<file path="config.mk">
export PLATFORM = sky130hd
export DESIGN_NAME = buf_level_tracker_flat
export DESIGN_NICKNAME = d
export VERILOG_FILES = /design/src/rtl/buf_level_tracker_if.sv /design/src/rtl/buf_level_tracker.sv /design/src/flat_wrapper.sv
export SDC_FILE = /design/constraint.sdc
export NUM_CORES = 1
export LEC_CHECK = 0
export CORE_MARGIN = 2
export CORE_UTILIZATION = 35
export CTS_BUF_LIST = sky130_fd_sc_hd__clkbuf_4
export CTS_CLUSTER_SIZE = 10
export DETAILED_ROUTE_END_ITERATION = 7
export GPL_TIMING_DRIVEN = 0
export HOLD_SLACK_MARGIN = 0.05
export PLACE_DENSITY = 0.72
export SKIP_LAST_GASP = 1
export SLEW_MARGIN = 20
export SYNTH_ARGS = -nofsm -noshare
export SYNTH_HDL_FRONTEND = slang
export SYNTH_SLANG_ARGS = --single-unit
</file>
<file path="constraint.sdc">
create_clock -name clk -period 3.93 [get_ports clk]
set_clock_uncertainty 0.1 [all_clocks]
set_input_delay 0.9825 -clock clk [delete_from_list [all_inputs] [get_ports clk]]
set_output_delay 0.9825 -clock clk [all_outputs]
set_load 0.01 [all_outputs]
</file>
<file path="src/rtl/buf_level_tracker_if.sv">
// ============================================================================
// Module   : buf_level_tracker_if
// Brief    : Request/status bundle between a buffer controller and the
//            per-channel occupancy tracker.
// Revision : 1.0  initial release
// ============================================================================
`default_nettype none

interface buf_level_tracker_if #(
    parameter int CH    = 4,
    parameter int DEPTH = 6,
    parameter int CNT_W = $clog2(DEPTH + 1)
);
    localparam int MAX_W = (CH > 1) ? $clog2(CH) : 1;

    logic [CH-1:0]       push;
    logic [CH-1:0]       pop;
    logic                load;
    logic [CH*DEPTH-1:0] valid_vec;
    logic                err_clr;
    logic [CH*CNT_W-1:0] level;
    logic [CH-1:0]       full;
    logic [CH-1:0]       empty;
    logic [CH-1:0]       ovf;
    logic [CH-1:0]       udf;
    logic [MAX_W-1:0]    max_ch;
    logic [CNT_W-1:0]    max_level;

    modport master (
        output push, pop, load, valid_vec, err_clr,
        input  level, full, empty, ovf, udf, max_ch, max_level
    );

    modport slave (
        input  push, pop, load, valid_vec, err_clr,
        output level, full, empty, ovf, udf, max_ch, max_level
    );
endinterface

`default_nettype wire

</file>
<file path="src/rtl/buf_level_tracker.sv">
// ============================================================================
// Module   : buf_level_tracker
// Brief    : Per-channel saturating buffer occupancy counters with sticky
//            overflow/underflow flags and load-from-valid-bits resync.
//            Optional highest-level selector enabled by BUF_LEVEL_MAXSEL_EN.
// Revision : 1.0  initial release
// ============================================================================
`default_nettype none

module buf_level_tracker #(
    parameter int CH    = 4,
    parameter int DEPTH = 6,
    parameter int CNT_W = $clog2(DEPTH + 1)
) (
    input  wire logic           clk,
    input  wire logic           rst_n,
    buf_level_tracker_if.slave  bus
);
    localparam int               MAX_W   = (CH > 1) ? $clog2(CH) : 1;
    localparam logic [CNT_W-1:0] C_DEPTH = CNT_W'(DEPTH);

    logic [CH*CNT_W-1:0] w_level_vec;

    for (genvar c = 0; c < CH; c++) begin : g_ch
        logic [CNT_W-1:0] w_pop_cnt;
        logic [CNT_W-1:0] w_next;
        logic             w_ovf_ev;
        logic             w_udf_ev;
        logic [CNT_W-1:0] r_level;
        logic             r_full;
        logic             r_empty;
        logic             r_ovf;
        logic             r_udf;

        // Popcount stays within CNT_W since it never exceeds DEPTH.
        always_comb begin
            w_pop_cnt = '0;
            for (int e = 0; e < DEPTH; e++) begin
                w_pop_cnt = w_pop_cnt + CNT_W'(bus.valid_vec[c*DEPTH + e]);
            end
        end

        always_comb begin
            w_next   = r_level;
            w_ovf_ev = 1'b0;
            w_udf_ev = 1'b0;
            if (bus.load) begin
                w_next = w_pop_cnt;
            end else if (bus.push[c] && !bus.pop[c]) begin
                if (r_level == C_DEPTH) w_ovf_ev = 1'b1;
                else                    w_next   = r_level + CNT_W'(1);
            end else if (bus.pop[c] && !bus.push[c]) begin
                if (r_level == '0) w_udf_ev = 1'b1;
                else               w_next   = r_level - CNT_W'(1);
            end
        end

        always_ff @(posedge clk) begin
            if (!rst_n) begin
                r_level <= '0;
                r_full  <= 1'b0;
                r_empty <= 1'b1;
                r_ovf   <= 1'b0;
                r_udf   <= 1'b0;
            end else begin
                r_level <= w_next;
                r_full  <= (w_next == C_DEPTH);
                r_empty <= (w_next == '0);
                // Clear wins over a same-cycle error event.
                r_ovf   <= !bus.err_clr && (r_ovf || w_ovf_ev);
                r_udf   <= !bus.err_clr && (r_udf || w_udf_ev);
            end
        end

        assign w_level_vec[c*CNT_W +: CNT_W] = r_level;
        assign bus.level[c*CNT_W +: CNT_W]   = r_level;
        assign bus.full[c]                   = r_full;
        assign bus.empty[c]                  = r_empty;
        assign bus.ovf[c]                    = r_ovf;
        assign bus.udf[c]                    = r_udf;
    end

`ifdef BUF_LEVEL_MAXSEL_EN
    logic [MAX_W-1:0] w_max_ch;
    logic [CNT_W-1:0] w_max_lvl;
    logic [MAX_W-1:0] r_max_ch;
    logic [CNT_W-1:0] r_max_lvl;

    // Strict greater-than keeps the lowest index on ties.
    always_comb begin
        w_max_ch  = '0;
        w_max_lvl = '0;
        for (int c = 0; c < CH; c++) begin
            if (w_level_vec[c*CNT_W +: CNT_W] > w_max_lvl) begin
                w_max_lvl = w_level_vec[c*CNT_W +: CNT_W];
                w_max_ch  = MAX_W'(c);
            end
        end
    end

    always_ff @(posedge clk) begin
        if (!rst_n) begin
            r_max_ch  <= '0;
            r_max_lvl <= '0;
        end else begin
            r_max_ch  <= w_max_ch;
            r_max_lvl <= w_max_lvl;
        end
    end

    assign bus.max_ch    = r_max_ch;
    assign bus.max_level = r_max_lvl;
`else
    logic w_unused_levels;
    assign w_unused_levels = ^w_level_vec;
    assign bus.max_ch      = '0;
    assign bus.max_level   = '0;
`endif

endmodule

`default_nettype wire

</file>
<file path="src/flat_wrapper.sv">
// flat-port wrapper written by rule: the top's interface ports become plain ports
module buf_level_tracker_flat 
#(
    parameter int CH    = 4,
    parameter int DEPTH = 6,
    parameter int CNT_W = $clog2(DEPTH + 1)
)
  (clk, rst_n, bus_push, bus_pop, bus_load, bus_valid_vec, bus_err_clr, bus_level, bus_full, bus_empty, bus_ovf, bus_udf, bus_max_ch, bus_max_level);
  buf_level_tracker_if #(.CH(CH), .DEPTH(DEPTH), .CNT_W(CNT_W)) bus_i ();
  input  wire logic clk;
  input  wire logic rst_n;
  input wire logic [$bits(bus_i.push)-1:0] bus_push;
  input wire logic [$bits(bus_i.pop)-1:0] bus_pop;
  input wire logic [$bits(bus_i.load)-1:0] bus_load;
  input wire logic [$bits(bus_i.valid_vec)-1:0] bus_valid_vec;
  input wire logic [$bits(bus_i.err_clr)-1:0] bus_err_clr;
  output wire logic [$bits(bus_i.level)-1:0] bus_level;
  output wire logic [$bits(bus_i.full)-1:0] bus_full;
  output wire logic [$bits(bus_i.empty)-1:0] bus_empty;
  output wire logic [$bits(bus_i.ovf)-1:0] bus_ovf;
  output wire logic [$bits(bus_i.udf)-1:0] bus_udf;
  output wire logic [$bits(bus_i.max_ch)-1:0] bus_max_ch;
  output wire logic [$bits(bus_i.max_level)-1:0] bus_max_level;
  assign bus_i.push = bus_push;
  assign bus_i.pop = bus_pop;
  assign bus_i.load = bus_load;
  assign bus_i.valid_vec = bus_valid_vec;
  assign bus_i.err_clr = bus_err_clr;
  assign bus_level = bus_i.level;
  assign bus_full = bus_i.full;
  assign bus_empty = bus_i.empty;
  assign bus_ovf = bus_i.ovf;
  assign bus_udf = bus_i.udf;
  assign bus_max_ch = bus_i.max_ch;
  assign bus_max_level = bus_i.max_level;
  buf_level_tracker #(.CH(CH), .DEPTH(DEPTH), .CNT_W(CNT_W)) u_core (.clk(clk), .rst_n(rst_n), .bus(bus_i));
endmodule
</file>
==> key figures, run 1 <==
Clocking
  • CTS Buf Count: 3
  • Root Driver: clkbuf_4
  • Post-CTS Setup Repair Bufs: 0
  • Clock sink count: 28
  • Depth of the CTS H-tree: 1
  • Skew-Pair Late Insertion Delay: 330 ps
  • CTS max path bufs: 2
  • Resized Gates After CTS: 0
  • Worst-path clk slew: 150 ps
  • Hold Buf Count CTS: 0
  • TritonCTS clock tree: built

Critical path
  • Crit path required time: 4120 ps
  • CP cell instances: clkdlybuf4s50_1 -> ha_1 -> inv_1 -> fa_1 -> inv_1 -> fa_1 -> fa_1 -> o21ai_1 -> or3_1 -> o311ai_2 -> and3_1
  • Most frequent CP cell: fa_1
  • Worst setup EP type: register
  • Max Fanout on Critical Path: 3
  • CP Class: in -> reg
  • Crit path arrival time: 3910 ps
  • Slowest stage delay, CP: 500 ps
  • Setup crit start kind: input port
  • Slowest cell on crit path: fa_1

Logic synthesis
  • Main synth FF type: dfxtp_1
  • Synth warn: 0
  • Post-synth top area cell: dfxtp_1
  • Top cells by count, synth: inv_1 (39), dfxtp_1 (28), nor2_1 (26)
  • Mean area per synthesized cell: 8.61 um2
  • Async SR Flop Fraction: 0
  • Post-synthesis sequential area ratio: 0.238
  • Syn Inst Count: 274
  • Synth cell types: 52
  • Most common cell in the netlist: inv_1
  • Main area contributors after synthesis: dfxtp_1 (24%), ha_1 (11%), fa_1 (10%)
  • EDFF count, synth: 0
  • Post-Syn Area: 2360 um2
  • Yosys top cell area share: 0.238
  • Synthesized flop and latch total: 28

Pwr
  • Net Switching: 0.313 mW
  • Cell Int Power: 0.577 mW
  • Comb pwr share: 0.477
  • Sw Ratio: 0.352
  • Sequential share of power: 0.385
  • Maximum vdd drop: 124 uV
  • Clock power share: 0.138
  • Cell area power density: 287 nW/um2
  • P_leak: 1.41 nW

Die
  • Die Ht: 86.1 um
  • Die width: 86.1 um
  • Core Rows: 29
  • Starting Density: 0.367
  • Ports: 69
  • Core footprint: 6420 um2
  • Die area: 7410 um2

Timing
  • Period utilization: 0.948
  • Max Fclk: 268 MHz
  • RSZ-0062 raised after global routing: false
  • Worst Max-Slew Pin Slew: 636 ps
  • Final setup fails: 0
  • Min cycle time layout: 3730 ps
  • Slew Viols, Final: 0
  • Final Hold Viols: 0
  • Slew headroom: 0.576

Layout
  • Share of post-route cells with drive strength above 1: 0.140
  • Fill count: 632
  • Finished Layout Cells: 420
  • Layout area overhead: 31.7%
  • Multi-input logic area: 1460 um2
  • Ant diodes: 0
  • Area of all sequential standard cells: 561 um2
  • Final core occ: 0.484
  • Final net count: 412

Placement
  • RePlAce Congestion: 0.819
  • Port bufs: 61
  • Post-DP HPWL: 4.26 mm
  • Placed Instances: 416

Detailed routing
  • DRC: 0
  • Via/cell ratio: 4.89
  • Routed len/inst: 12.6 um
  • Total number of vias: 2053
  • WL final: 5.29 mm
  • DRT Pass-1 Iters: 4
  • Final ANT Viol Nets: 0
  • Number of DRC markers in iteration 0: 58

Global route
  • First-pass GRT wire length: 8.83 mm
  • Vias in the first global route: 2031
  • Final global-route overflow total: 0
  • GRT Total Usage: 0.145
  • Initial antenna violation count: 0
  • Largest net degree at the start of global routing: 16

Outcome
  • Status: finished clean

Min path
  • Hold crit path type: reg -> reg

Job
  • Max Cap Viol: 0
[state kept, by name, summed over array words and instances, names as in the netlist]
name and flops:
u_core.g_ch.r_ovf 4, u_core.g_ch.r_full 4, u_core.g_ch.r_udf 4, u_core.g_ch.r_empty 4
u_core.g_ch.r_level 12
[cell type report]
class,instances,area share
sequential,28,0.180
multi-input combinational,180,0.470
timing repair buffer,61,0.197
tap,77,0.0310
inverter,40,0.0483
buffer,30,0.0656
clock inverter,1,0.00121
clock buffer,3,0.00725
[power by group through the flow]
stage               Clock, mW  Combinational [mW]  Sequential, mW
detailed placement          0               0.427           0.350
finish                  0.123               0.425           0.343
floorplan                   0               0.265           0.351
CTS                     0.129               0.429           0.343
global placement            0               0.414           0.350
global route            0.140               0.476           0.348
[per-layer routing]
metal  vias up  GRT usage  share of wire
met3         4     0.0289          0.062
met5         -          0              0
li1       1033          -              -
met4         0     0.0390         0.0055
met1       960      0.174           0.43
met2        56      0.260           0.50
[through the flow]
| stage | cell area, um2 | TNS [ps] | hold slack (ps) | power (mW) | setup slack (ps) |
|---|---|---|---|---|---|
| after floorplan | 2370 | 0 | 338 | 0.616 | 405 |
| after global placement | 3080 | -209 | 352 | 0.764 | -120 |
| after detailed placement | 3080 | -313 | 360 | 0.777 | -156 |
| after CTS | 3110 | 0 | 396 | 0.901 | 196 |
| after global routing | 3110 | 0 | 430 | 0.965 | 113 |
| final | 3110 | 0 | 391 | 0.890 | 204 |
[critical path: cells and delay by family]
kind	cells	cell delay, ps
adders and majority gates	4	1620
AOI/OAI and AO/OA	2	210
and+or+nand+nor	2	600
buffers and inverters	3	510
[kinds of logic after synthesis]
kind of cell,Yosys count,synth area share
AOI/OAI and AO/OA,54,0.181
xor gates and xnor gates,1,0.00371
adders and majority gates,32,0.208
buffers and inverters,70,0.150
DFF,28,0.238
muxes,4,0.0170
other,1,0.00159
and+or+nand+nor,84,0.201
[path summary, 6_finish.rpt]
check,start,to,slack (ps),depth (start not counted)
hold / removal,u_core.g_ch[0].r_ovf,u_core.g_ch[0].r_ovf,390,2
setup / recovery,bus_valid_vec[6],u_core.g_ch[1].r_full,200,11
setup reg to reg,u_core.g_ch[1].r_level[1],u_core.g_ch[1].r_full,2020,7
hold reg to reg,u_core.g_ch[0].r_ovf,u_core.g_ch[0].r_ovf,390,2
[placed cells by master, fill, tap and decap left out, types with 5 or more instances in the layout]
cell type / instances
clkdlybuf4s50_1: 61
conb_1: 5
and3_1: 8
fa_1: 12
o21ai_0: 9
nand2b_1: 9
inv_1: 39
nor2_1: 26
nand2_1: 12
ha_1: 20
a21oi_1: 9
buf_4: 21
dfxtp_1: 28
No activity file was read; power rests on OpenSTA's default activity.
==> run 2, diff against run 1 <==
Settings changed: SKIP_LAST_GASP 1 to default.
==> results of run 2 <==
No change in the layout: final DEF, timing and power equal those of run 1.
